[config.mk]
export PLATFORM = sky130hd
export DESIGN_NAME = imem_access_ctrl
export DESIGN_NICKNAME = d
export VERILOG_FILES = /design/src/rtl/imem_access_ctrl.sv
export SDC_FILE = /design/constraint.sdc
export NUM_CORES = 1
export LEC_CHECK = 0
export BUFFER_PORTS_ARGS = -buffer_cell sky130_fd_sc_hd__buf_2
export CORE_MARGIN = 2
export CORE_UTILIZATION = 45
export CTS_CLUSTER_SIZE = 28
export DETAILED_ROUTE_END_ITERATION = 10
export PLACE_DENSITY_LB_ADDON = 0.25
export SETUP_SLACK_MARGIN = 0.02
export SLEW_MARGIN = 25
export SYNTH_ARGS = -nofsm -noshare
export SYNTH_HDL_FRONTEND = slang
export SYNTH_SLANG_ARGS = --single-unit
[constraint.sdc]
create_clock -name clk -period 2.6 [get_ports clk]
set_input_delay 0.39 -clock clk [delete_from_list [all_inputs] [get_ports clk]]
set_output_delay 0.39 -clock clk [all_outputs]
set_load 0.05 [all_outputs]
[src/rtl/imem_access_ctrl.sv]
// rtl/imem_access_ctrl.sv - word-to-byte sequencer and fetch/loader arbiter for the instruction memory (optional IMEM_ALIGN_CHK_EN)
module imem_access_ctrl #(
    parameter int ADDR_W = 10
) (
    input  logic              clk,
    input  logic              resetn,
    input  logic              f_valid,
    output logic              f_ready,
    input  logic [31:0]       f_addr,
    output logic              f_rvalid,
    output logic [31:0]       f_rdata,
    output logic              f_err,
    input  logic              l_valid,
    output logic              l_ready,
    input  logic [31:0]       l_addr,
    input  logic [31:0]       l_wdata,
    input  logic [3:0]        l_be,
    output logic              l_done,
    output logic              l_err,
    output logic              mem_en,
    output logic              mem_we,
    output logic [ADDR_W-1:0] mem_addr,
    output logic [7:0]        mem_wdata,
    input  logic [7:0]        mem_rdata
);

    typedef enum logic [2:0] {
        IDLE, RD_BEAT, RD_DRAIN, RD_RESP, WR_BEAT, WR_RESP
    } state_t;

    state_t      state, state_nx;
    logic [1:0]  beat;
    logic [31:0] wbuf;
    logic [3:0]  be_r;
    logic [23:0] rbuf;
    logic        err_r;
    logic        misalign;

    // The loader has priority, so the alignment check looks at whichever address wins
`ifdef IMEM_ALIGN_CHK_EN
    assign misalign = l_valid ? (l_addr[1:0] != 2'b00) : (f_addr[1:0] != 2'b00);
`else
    assign misalign = 1'b0;
`endif

    logic unused_addr_bits;
    assign unused_addr_bits = &{1'b0, f_addr[31:ADDR_W], l_addr[31:ADDR_W]};

    always_ff @(posedge clk or negedge resetn) begin
        if (!resetn) state <= IDLE;
        else         state <= state_nx;
    end

    always_comb begin
        state_nx = state;
        f_ready  = 1'b0;
        l_ready  = 1'b0;
        f_rvalid = 1'b0;
        l_done   = 1'b0;
        f_err    = 1'b0;
        l_err    = 1'b0;
        mem_en   = 1'b0;
        mem_we   = 1'b0;
        case (state)
            IDLE: begin
                l_ready = resetn & l_valid;
                f_ready = resetn & f_valid & ~l_valid;
                if (l_valid)      state_nx = misalign ? WR_RESP : WR_BEAT;
                else if (f_valid) state_nx = misalign ? RD_RESP : RD_BEAT;
            end
            RD_BEAT: begin
                mem_en = 1'b1;
                if (beat == 2'd3) state_nx = RD_DRAIN;
            end
            RD_DRAIN: state_nx = RD_RESP;
            RD_RESP: begin
                f_rvalid = 1'b1;
                f_err    = err_r;
                state_nx = IDLE;
            end
            WR_BEAT: begin
                mem_en = 1'b1;
                mem_we = be_r[beat];
                if (beat == 2'd3) state_nx = WR_RESP;
            end
            WR_RESP: begin
                l_done   = 1'b1;
                l_err    = err_r;
                state_nx = IDLE;
            end
            default: state_nx = IDLE;
        endcase
    end

    always_ff @(posedge clk or negedge resetn) begin
        if (!resetn) begin
            beat      <= 2'd0;
            wbuf      <= 32'd0;
            be_r      <= 4'd0;
            rbuf      <= 24'd0;
            err_r     <= 1'b0;
            f_rdata   <= 32'd0;
            mem_addr  <= '0;
            mem_wdata <= 8'd0;
        end else begin
            case (state)
                IDLE: begin
                    beat <= 2'd0;
                    if (l_ready) begin
                        wbuf  <= l_wdata;
                        be_r  <= l_be;
                        err_r <= misalign;
                        if (!misalign) begin
                            mem_addr  <= l_addr[ADDR_W-1:0];
                            mem_wdata <= l_wdata[7:0];
                        end
                    end else if (f_ready) begin
                        err_r <= misalign;
                        if (misalign) f_rdata  <= 32'd0;
                        else          mem_addr <= f_addr[ADDR_W-1:0];
                    end
                end
                RD_BEAT: begin
                    beat <= beat + 2'd1;
                    if (beat != 2'd3) mem_addr <= mem_addr + 1'b1;
                    // Read data lags its beat by one cycle; bytes 0..2 shift in from the top
                    if (beat != 2'd0) rbuf <= {mem_rdata, rbuf[23:8]};
                end
                RD_DRAIN: f_rdata <= {mem_rdata, rbuf};
                WR_BEAT: begin
                    beat <= beat + 2'd1;
                    if (beat != 2'd3) begin
                        mem_addr  <= mem_addr + 1'b1;
                        mem_wdata <= wbuf[15:8];
                        wbuf      <= {8'd0, wbuf[31:8]};
                    end
                end
                default: ;
            endcase
        end
    end

endmodule

==> summary.md <==
| Metric | Value |
|---|---|
| Die height | 108 µm |
| Total track usage | 18.3% |
| Overall via count from detail_route | 3604 |
| Category of the worst setup path launch point | register |
| Average routed wire per standard cell | 14.9 µm |
| Critical Path Sink Type | output port |
| HPWL after detailed placement | 7080 µm |
| Maximum VDD drop | 803 µV |
| Detailed-routing iteration count for the pre-antenna-repair pass | 5 |
| Number of global-route vias before repair | approximately 3500 |
| Share of the core filled with cells in the final layout | a little over half |
| Static Leakage | 2.90 nW |
| Most used cells in the layout excluding fill and tap cells | sky130_fd_sc_hd__buf_2, sky130_fd_sc_hd__dfrtp_1, sky130_fd_sc_hd__mux2_2 |
| Clock sink count | 107 |
| Area grow syn2layout | 19.3% |
| Max-cap check violation count | 0 |
| Iter 0 DRT Violations | 167 |
| Number of nets with antenna violations after detailed routing | 0 |
| RSZ-0062 raised after global routing | no |
| Pins Over Slew Limit | 0 |
| Transition time at the pin with the least slew margin | 0.912 ns |
| Setup Viol. Count Final | 0 |
| Area of the mapped netlist | 4870 µm² |
| Gate count after technology mapping | 430 |
| Register area share after synthesis | 54.9% |
| Net count, final | 657 |
| Clock tree from TritonCTS | built |
| Floorplan row count | 38 |
| Status | completed |
| Headroom to the max-slew limit | 39.2% |
| Area of the die | 11700 µm² |
| Most frequently used flop master after synthesis | sky130_fd_sc_hd__dfrtp_1 |
| Clock insertion delay at the later pin of the skew report | 0.36 ns |
| Crit Path Category | reg2out |
| CTS clk-pin slew, worst paths | 0.10 ns |
| Vias per cell | between 5 and 6 |
| Clock Root Buffer | sky130_fd_sc_hd__clkbuf_8 |
| Layout cell share with drive strength beyond 1 | 40.6% |
| Average cell area after synthesis | 11.3 µm² |
| Wire length of the first global-routing pass | ~17000 µm |
| Power per unit of standard cell area | 1260 nW/µm² |
| Ant. Diodes | 0 |
| Final weighted congestion of routability-driven global placement | between 0.8 and 0.9 |
| Final min period | between 2 and 2.5 ns |
| Min-Delay Path Class | in2async |
| Share of synthesized cell area in full adder, half adder and majority cells | 0.770% |
| Worst clock skew | slightly above 0.007 ns |
| Maximum clock frequency | 419 MHz |
| Power Total | 0.00731 W |
| Fraction of synthesized area in multiplexers | 15.6% |
| Commonest non-fill, non-tap cell in the layout | sky130_fd_sc_hd__buf_2 |
| Final number of hold-violating endpoints | 0 |
| Depth of the worst register-to-register path | 4 |
| Number of CTS-inserted buffers | 9 |
| Number of synthesized register bits | between 100 and 150 |
| Simple-gate portion of the synthesized area | 12.1% |
| Final worst-path cycle share | 91.8% |
| Share of the synthesized area in compound gates (AO/OA/AOI/OAI) | approximately 11% |
| Post-synthesis async set-or-reset flop share | between 90% and 100% |
| Width of the chip | 108 µm |
| Number of warning messages in the yosys log | 0 |
| Worst-path maximum fanout | 12 |
| Core region area | roughly 11000 µm² |
| Combinational family with the most area after synthesis | multiplexers |
| H-tree depth | 3 |
| Critical path data arrival time | 2.00 ns |
| Synth Area in XOR/XNOR | 0.359% |
| Setup fix buffers added after clock tree synthesis | 0 |
| Maximum buffer depth of the clock tree | 2 |
| Count of pins on the block boundary | 170 |
| Sum of overflow across all layers after global routing | 0 |
| Sum of negative setup slack | 0 ns |
| Count of flip-flops with a built-in enable after synthesis | 0 |
| Synth cell types | 54 |
| Count of buffers inserted at the top-level ports | 123 |
| Largest net degree at the start of global routing | 57 |
| Effective utilization at floorplan | between 40 and 50% |
| Residual DRC count | 0 |
| Final wirelength | ~10000 µm |
| Initial antenna violation count | 0 |
| Worst path required time | around 2.2 ns |
-- per-stage QoR --
step	setup slack, ns	area, µm²	hold WS (ns)	std cells
after floorplan	0.454	4880	0.0944	431
after global placement	0.369	5580	0.286	670
after detailed placement	0.319	5580	0.289	670
after CTS	0.0703	5810	0.186	687
after global routing	0.0457	5820	0.206	687
final	0.213	5820	0.177	687
-- state kept, by name (all words and copies together) (netlist names) --
register and count:
beat 2, wbuf 25, mem_wdata 7, be_r 4
mem_addr 10, rbuf 24, f_rdata 32, state 3
-- synth_stat cells (all sizes together), types with 4 or more instances --
cell type  number  area, µm²
mux2i           6       60.1
and3            5       31.3
nand2          57        214
o21ai          10       53.8
nor3            8       45.0
inv             8       30.0
or3             4       25.0
clkbuf          8       30.0
a22o           10       87.6
a21oi           9       45.0
buf            30        199
mux2           60        676
dfrtp         107       2680
a31oi          24        150
nand3           6       30.0
nor2           36        135
-- cell type report --
type / count / area (µm²)
repair buffers: 138 / 733
multi-input cells: 277 / 1970
inverters: 9 / 33.8
fillers: 1001 / 4880
clock buffers: 14 / 183
clock inverters: 2 / 38.8
flip-flops and latches: 107 / 2680
well taps: 140 / 175
-- final timing paths --
| kind | start | to | slack [ns] |
|---|---|---|---|
| max in group asynchronous | resetn | mem_addr[1]$_DFFE_PN0P_ | 1.50 |
| worst max register to register | state[1]$_DFFE_PN0P_ | beat[1]$_DFFE_PN0P_ | 0.45 |
| worst max-delay path | state[1]$_DFFE_PN0P_ | l_ready | 0.21 |
| worst min-delay path | resetn | wbuf[24]$_DFFE_PN0P_ | 0.18 |
| worst min register to register | f_rdata[29]$_DFFE_PN0N_ | f_rdata[29]$_DFFE_PN0N_ | 0.51 |
| min in group clk | l_wdata[31] | wbuf[31]$_DFFE_PN0P_ | 0.25 |
-- per-layer routing --
metal	vias up	GRT usage (%)	routed length, µm
met3	11	3.98	547
met4	0	5.95	129
li1	1737	-	-
met5	-	0	0
met2	94	27.8	4740
met1	1762	26.1	4810
-- cells by family after synthesis --
kind of cell,Yosys count
mux,67
flops,107
xor+xnor,2
compound gates,73
buf+inv,47
other cells,1
simple gates,130
fa+ha+maj,3
-- critical path, cell delays in order (launching register included) --
cell and delay [ns]:
sky130_fd_sc_hd__dfrtp_1 0.53, sky130_fd_sc_hd__or3_1 0.50, sky130_fd_sc_hd__nor2_2 0.16, sky130_fd_sc_hd__buf_4 0.19, sky130_fd_sc_hd__buf_2 0.27
-- power breakdown --
part / switching [W] / internal [W]
logic: 0.00230 / 0.00118
clock network: 0.000551 / 0.000556
registers: 0.000422 / 0.00231
-- what timing repair did --
item | in CTS | in global routing
hold buffers | 1 | 0
resized for setup | 0 | 2
endpoints found under the hold margin | 12 | 0
endpoints found under the setup margin | 0 | 2
(Power assumes the default switching activity.)
